## config.mk

```make
export PLATFORM = sky130hd
export DESIGN_NAME = pulse_stretch
export DESIGN_NICKNAME = d
export VERILOG_FILES = /design/src/rtl/pulse_stretch.sv
export SDC_FILE = /design/constraint.sdc
export NUM_CORES = 1
export LEC_CHECK = 0
export CAP_MARGIN = 20
export CORE_MARGIN = 5
export CORE_UTILIZATION = 57
export DETAILED_ROUTE_END_ITERATION = 10
export HOLD_SLACK_MARGIN = 0.03
export PLACE_DENSITY = 0.79
export SYNTH_ARGS = -nofsm -noshare
export SYNTH_HDL_FRONTEND = slang
export SYNTH_SLANG_ARGS = --single-unit
```

## constraint.sdc

```tcl
create_clock -name clk -period 2.7 [get_ports clk]
set_input_delay 0.54 -clock clk [delete_from_list [all_inputs] [get_ports clk]]
set_output_delay 0.54 -clock clk [all_outputs]
set_load 0.01 [all_outputs]
```

## src/rtl/pulse_stretch.sv

```systemverilog
// Multi-channel pulse stretcher: each trigger on din[i] yields a dout[i] pulse of len cycles (0 acts as 1), then a done strobe.
// Latency 1 cycle din->dout; no backpressure, so triggers landing in a non-retriggerable pulse are dropped.
module pulse_stretch #(
    parameter int CH = 4,
    parameter int CW = 8
) (
    input  logic          clk,
    input  logic          n_rst,
    input  logic [CH-1:0] din,
    input  logic [CW-1:0] len,
    input  logic          mode_edge,
    input  logic          mode_retrig,
    output logic [CH-1:0] dout,
    output logic [CH-1:0] done,
    output logic          busy
);

    typedef enum logic {
        IDLE = 1'b0,
        HOLD = 1'b1
    } state_t;

    state_t        state_q [CH];
    state_t        state_d [CH];
    logic [CW-1:0] cnt_q   [CH];
    logic [CW-1:0] cnt_d   [CH];
    logic [CH-1:0] prev_q;
    logic [CH-1:0] prev_d;
    logic [CH-1:0] done_q;
    logic [CH-1:0] done_d;
    logic [CH-1:0] trig;
    logic [CW-1:0] reload;

    // Reload value is L-1 where a zero length behaves as one cycle.
    assign reload = (len == '0) ? '0 : (len - CW'(1));

    always_comb begin
        prev_d = din;
        done_d = '0;
        trig   = '0;
        for (int i = 0; i < CH; i++) begin
            state_d[i] = state_q[i];
            cnt_d[i]   = cnt_q[i];
            trig[i]    = mode_edge ? (din[i] & ~prev_q[i]) : din[i];
            if (state_q[i] == IDLE) begin
                if (trig[i]) begin
                    state_d[i] = HOLD;
                    cnt_d[i]   = reload;
                end
            end else begin
                if (mode_retrig && trig[i]) begin
                    cnt_d[i] = reload;
                end else if (cnt_q[i] == '0) begin
                    state_d[i] = IDLE;
                    done_d[i]  = 1'b1;
                end else begin
                    cnt_d[i] = cnt_q[i] - CW'(1);
                end
            end
        end
    end

    always_ff @(posedge clk or negedge n_rst) begin
        if (!n_rst) begin
            prev_q <= '0;
            done_q <= '0;
            for (int i = 0; i < CH; i++) begin
                state_q[i] <= IDLE;
                cnt_q[i]   <= '0;
            end
        end else begin
            prev_q <= prev_d;
            done_q <= done_d;
            for (int i = 0; i < CH; i++) begin
                state_q[i] <= state_d[i];
                cnt_q[i]   <= cnt_d[i];
            end
        end
    end

    always_comb begin
        dout = '0;
        for (int i = 0; i < CH; i++) begin
            dout[i] = (state_q[i] == HOLD);
        end
    end

    assign done = done_q;
    assign busy = |dout;

endmodule

```

==> results.yml, run 1 <==
clocking:
  ctsResizeCount: 0
  ctsHoldBuffers: 0
  cts.clk_slew.worst_paths_ps: 90
  root_buffer: "clkbuf_8"
  cts_buffer_depth: 2
  cts_tree: "done"
  post_cts_buffers: 0
  cts_buffers: 5
  cts_sinks: 44
  clk_latency_ps: 300
  htreeDepth: 2
sta:
  skew_ps: 10.5
  worstMarginPinSlew_ps: 494
  finalHoldViolations: 0
  fmax_ghz: 0.420
  finalWorstSetupSlack_ps: 319
  fin_crit_ps: 2380
  setup-violations-final: 0
  slew_violations: 0
  rsz0062_at_grt: "no"
  slew_headroom_pct: 66.9
  fin_setup_tns_ps: 0
  fin_crit_sh_pct: 88.2
  whs_ps: 207
routing:
  drc: 0
  drtIter0Drc: 179
  wl_um: 6290
  wl_per_cell_um: 15.8
  drtAntennaViolNets: 0
  first_pass_iters: 4
  viasPerCell: 6.09
  vias: 2422
floorplan:
  row_count: 24
  start_util_pct: 59.9
  die_h_um: 78.1
  ios: 25
  coreArea_sq_mm: 0.00441
  die_area_sq_mm: 0.00610
  die_w_um: 78.1
power_and_ir_drop:
  p_per_area_mw_per_mm2: 865
  leakage_uw: 0.00141
  ir_drop_mv: 0.560
setup_path:
  regToRegStartpoint: "cnt_q[4]$_DFFE_PN0P_"
  cp_cell_sequence: "clkdlybuf4s50_1 > inv_1 > ha_1 > or3b_2 > nor3_1 > mux2i_1 > buf_4 > nand2_1 > a32o_1"
  cp-end-kind: "flip-flop"
  r2r_slack_ps: 490
  start_kind: "input port"
  cpPeakStageDelay_ps: 480
  slowest_stage: "or3b_2"
  worstPathArrival_ps: 2570
  crit_family: "simple AND/OR/NAND/NOR gates"
  cp_data_required_time_ps: 2890
  crit_type: "input port to flip-flop"
  reg2reg_to: "cnt_q[6]$_DFFE_PN0P_"
  critPathMaxFanout: 4
  ff2ff_path_depth: 5
  cp_num_buf_inv: 3
grt:
  track_usage_pct: 22.0
  antenna_found_initial: 0
  grt_pass1_vias: 2369
  grt_max_degree: 23
  grt_pass1_wl_um: 10800
  grt_overflow: 0
synth:
  synth_ff_type: "dfrtp_1"
  ys_warn_count: 0
  synth_fp_nets: 324
  netlist_instances: 298
  synth_area_sq_mm: 0.00264
  synth_edf_count: 0
  async_flop_share_pct: 100
  synth_seq_cells: 44
  synth_cell_types: 54
  synth_top_area_share_pct: 41.6
  ys_seq_area_share_pct: 41.6
  synth_top_cell_by_area: "dfrtp_1"
  synth_area_leaders: "dfrtp_1 (42%), ha_1 (4.7%), a21oi_1 (4.4%)"
  syn_area_per_cell_sq_um: 8.87
final_layout:
  multi_input_area_sq_mm: 0.00144
  drive_gt1_share_pct: 13.3
  syn_to_final_growth_pct: 21.7
  regArea_sq_mm: 0.00110
  n_antenna_cell: 0
  fillers: 333
  nets: 371
place:
  io_buffers: 24
  place_congestion: 0.892
  dpl.hpwl_um: 4650
  dp_slack_ps: 24.5
run:
  cap_violations: 0
min_path:
  hold_class: "input port to async pin"
status:
  status: "completed"
[through the flow]
stage	util, %	instance area [sq um]	std cells	power, uW
after detailed placement	70.1	3100	390	2240
after global routing	72.9	3220	398	3030
after global placement	70.1	3100	390	2200
after floorplan	-	2640	298	1920
final	72.9	3220	398	2780
after CTS	72.9	3220	398	2790
[area by class of cell]
| cell class | count | share of cell area (%) |
|---|---|---|
| clock buffers | 6 | 2.57 |
| clock inverters | 2 | 1.21 |
| inverters | 18 | 2.18 |
| multi-input cells | 227 | 44.7 |
| flip-flops and latches | 44 | 34.2 |
| well taps | 52 | 2.02 |
| repair buffers | 49 | 13.1 |
[cells by family (layout without fill, tap and decap cells)]
logic type      after synthesis  in the layout  synth area share [%]
simple gates                108            108                  20.1
compound gates              101            101                  26.5
flops                        44             44                  41.6
buf+inv                      27             75                  4.02
fa+ha+maj                    10             10                  4.73
mux                           5              5                  1.99
xor+xnor                      3              3                 0.994
[synth_stat cells, drive strengths merged, types with 3 or more instances]
| master | instances |
|---|---|
| a211oi | 4 |
| a21boi | 3 |
| a21oi | 23 |
| a22o | 4 |
| a31oi | 4 |
| a32o | 6 |
| clkbuf | 7 |
| dfrtp | 44 |
| ha | 10 |
| inv | 18 |
| mux2i | 3 |
| nand2 | 29 |
| nand2b | 3 |
| nand3 | 5 |
| nor2 | 28 |
| nor3 | 20 |
| nor3b | 4 |
| o21a | 4 |
| o21ai | 24 |
| o22a | 7 |
| or3 | 5 |
| or4 | 5 |
[report_power, final]
part | switching (uW) | internal (uW)
registers | 244 | 908
logic | 549 | 536
clock network | 241 | 303
[layer usage]
metal	share of wire, %	wire (um)	vias to the layer above	track usage, %
met5	0	0	-	0
met4	2.2	139	0	8.61
met3	5.9	369	14	5.49
met2	48	3000	77	36.3
met1	44	2780	1125	27.6
li1	-	-	1206	-
[sequential cells by signal, indices dropped and copies added (netlist names)]
register,count
done,4
prev_q,4
cnt_q,32
dout,4
[worst max-delay path by stage]
stage | endpoint | cells past startpoint | slack [ps] | startpoint
5_1_grt | cnt_q[6]$_DFFE_PN0P_ | 9 | 230 | len[1]
3_5_place_dp | cnt_q[6]$_DFFE_PN0P_ | 9 | 20 | len[1]
3_3_place_gp | cnt_q[6]$_DFFE_PN0P_ | 9 | 70 | len[0]
6_report | cnt_q[6]$_DFFE_PN0P_ | 9 | 320 | len[1]
4_1_cts | cnt_q[6]$_DFFE_PN0P_ | 9 | 330 | len[1]
2_1_floorplan | cnt_q[24]$_DFFE_PN0P_ | 7 | 480 | len[0]
[cell usage in the layout (no fill, tap or decap), types with 3 or more instances in the layout]
cell | Yosys | final
or4_1 | 5 | 5
nand3_1 | 5 | 5
a31oi_1 | 4 | 4
nor2_1 | 28 | 28
dfrtp_1 | 44 | 44
o22a_1 | 7 | 7
a22o_1 | 4 | 4
ha_1 | 10 | 10
nand2_1 | 29 | 29
a211oi_1 | 4 | 4
clkbuf_8 | 0 | 6
nand2b_1 | 3 | 3
a21oi_1 | 23 | 23
buf_4 | 0 | 25
o21ai_0 | 23 | 23
nor3b_1 | 4 | 4
clkdlybuf4s50_1 | 0 | 23
or3_1 | 4 | 4
nor3_1 | 20 | 20
mux2i_1 | 3 | 3
inv_1 | 17 | 17
a32o_1 | 6 | 6
o21a_1 | 4 | 4
Power figures use the tool's default switching activity.
==> run 2: changes to the inputs <==
Settings changed: CORE_MARGIN 5 to 10.
==> run 2 against run 1 <==
Net effect:
- core utilization about the same
- die area up 27%
- sequential power is essentially flat
- global-route usage down 3.5 points
- power fell by 0.20%
- clock-buffer cell count unchanged
- design area hardly changed
- first-iteration DRC count increased by 8.9%
- fmax fell by 2.1%
- critical path type unchanged
- largest cell class unchanged
- highest routed layer unchanged
==> results.yml, run 2 (synthesis gave the netlist of run 1 again) <==
status:
  status: "completed"
clocking:
  htreeDepth: 2
  cts_tree: "done"
  root_buffer: "clkbuf_8"
  cts_sinks: 44
  cts_buffers: 5
  cts.clk_slew.worst_paths_ps: 90
  cts_buffer_depth: 2
  clk_latency_ps: 300
  post_cts_buffers: 0
  ctsHoldBuffers: 0
  ctsResizeCount: 0
setup_path:
  critPathMaxFanout: 4
  cp-end-kind: "flip-flop"
  worstPathArrival_ps: 2620
  r2r_slack_ps: 470
  start_kind: "input port"
  cp_data_required_time_ps: 2880
  crit_type: "input port to flip-flop"
floorplan:
  die_area_sq_mm: 0.00776
  ios: 25
  coreArea_sq_mm: 0.00441
  start_util_pct: 59.9
  die_h_um: 88.1
  die_w_um: 88.1
  row_count: 24
final_layout:
  drive_gt1_share_pct: 13.5
  largest_register: "cnt_q"
  finalNonFillerCells: 400
  final_cell_mix: "dfrtp_1 (44), nand2_1 (29), nor2_1 (28)"
  nets: 373
  fin_area_sq_mm: 0.00322
  largest_reg_flops: 32
  final_common_cell: "dfrtp_1"
  syn_to_final_growth_pct: 21.7
  n_antenna_cell: 0
routing:
  drc: 0
  wl_um: 6770
  first_pass_iters: 5
  drtIter0Drc: 195
  vias: 2511
  drtAntennaViolNets: 0
  wl_per_cell_um: 16.9
  viasPerCell: 6.28
sta:
  fin_crit_ps: 2430
  slew_violations: 0
  fmax_ghz: 0.411
  finalHoldViolations: 0
  worstMarginPinSlew_ps: 680
  slew_headroom_pct: 54.3
  fin_setup_tns_ps: 0
  fin_crit_sh_pct: 90.1
  skew_ps: 10.6
  whs_ps: 278
  rsz0062_at_grt: "no"
  setup-violations-final: 0
power_and_ir_drop:
  p_per_area_mw_per_mm2: 863
  total_power_uw: 2780
  leakage_uw: 0.00141
  ir_drop_mv: 0.476
place:
  place_congestion: 0.960
  dpl.cell_count: 392
  dpl.hpwl_um: 5020
  io_buffers: 24
  place_area_sq_mm: 0.00311
run:
  cap_violations: 0
grt:
  grt_overflow: 0
  track_usage_pct: 18.5
  antenna_found_initial: 0
  grt_pass1_vias: 2517
  grt_pass1_wl_um: 11600
  grt_max_degree: 30
min_path:
  hold_class: "input port to async pin"
-- run 2: changes by cell type in the layout (fill, tap and decap cells not counted), sizes merged --
cell	previous run	this run
buf	26	28
-- run 2: critical path, cell delays in order --
cell	delay (ps)
clkdlybuf4s50_1	420
inv_1	90
ha_1	190
or3b_2	490
nor3_1	210
mux2i_1	210
buf_4	150
nand2_1	60
a32o_1	250
-- run 2: per-layer routing --
layer,part of all wire (%),GRT usage [%]
met2,48,30.4
met1,44,24.2
met3,6.0,3.25
met4,1.5,5.56
met5,0,0
-- run 2: layout make-up --
class / count / area [sq um]
timing repair buffer: 51 / 438
sequential: 44 / 1100
inverter: 18 / 70.1
clock buffer: 6 / 72.6
clock inverter: 2 / 35.0
multi-input combinational: 227 / 1440
fill: 344 / 1200
tap: 52 / 65.1
-- run 2: power by group --
| part | leakage, uW | internal [uW] | total [uW] | switching (uW) |
|---|---|---|---|---|
| Sequential | 0.000513 | 908 | 1170 | 260 |
| Combinational | 0.000847 | 539 | 1110 | 568 |
| Clock | 0.0000552 | 275 | 500 | 226 |
-- run 2: final timing paths --
kind / start / to / depth (start not counted)
setup / recovery: len[1] / cnt_q[30]$_DFFE_PN0P_ / 9
hold / removal: n_rst / cnt_q[22]$_DFFE_PN0P_ / 1
setup reg to reg: cnt_q[4]$_DFFE_PN0P_ / cnt_q[7]$_DFFE_PN0P_ / 5
hold reg to reg: cnt_q[30]$_DFFE_PN0P_ / cnt_q[30]$_DFFE_PN0P_ / 1
max in group asynchronous: n_rst / cnt_q[29]$_DFFE_PN0P_ / 2
min in group clk: cnt_q[30]$_DFFE_PN0P_ / cnt_q[30]$_DFFE_PN0P_ / 1
-- run 2: per-stage QoR --
step,worst slack (ps),utilization (%)
6_report,269,72.9
5_1_grt,109,72.9
4_1_cts,277,72.9
3_5_place_dp,-1.24,70.5
3_3_place_gp,65.0,70.5
2_1_floorplan,483,-
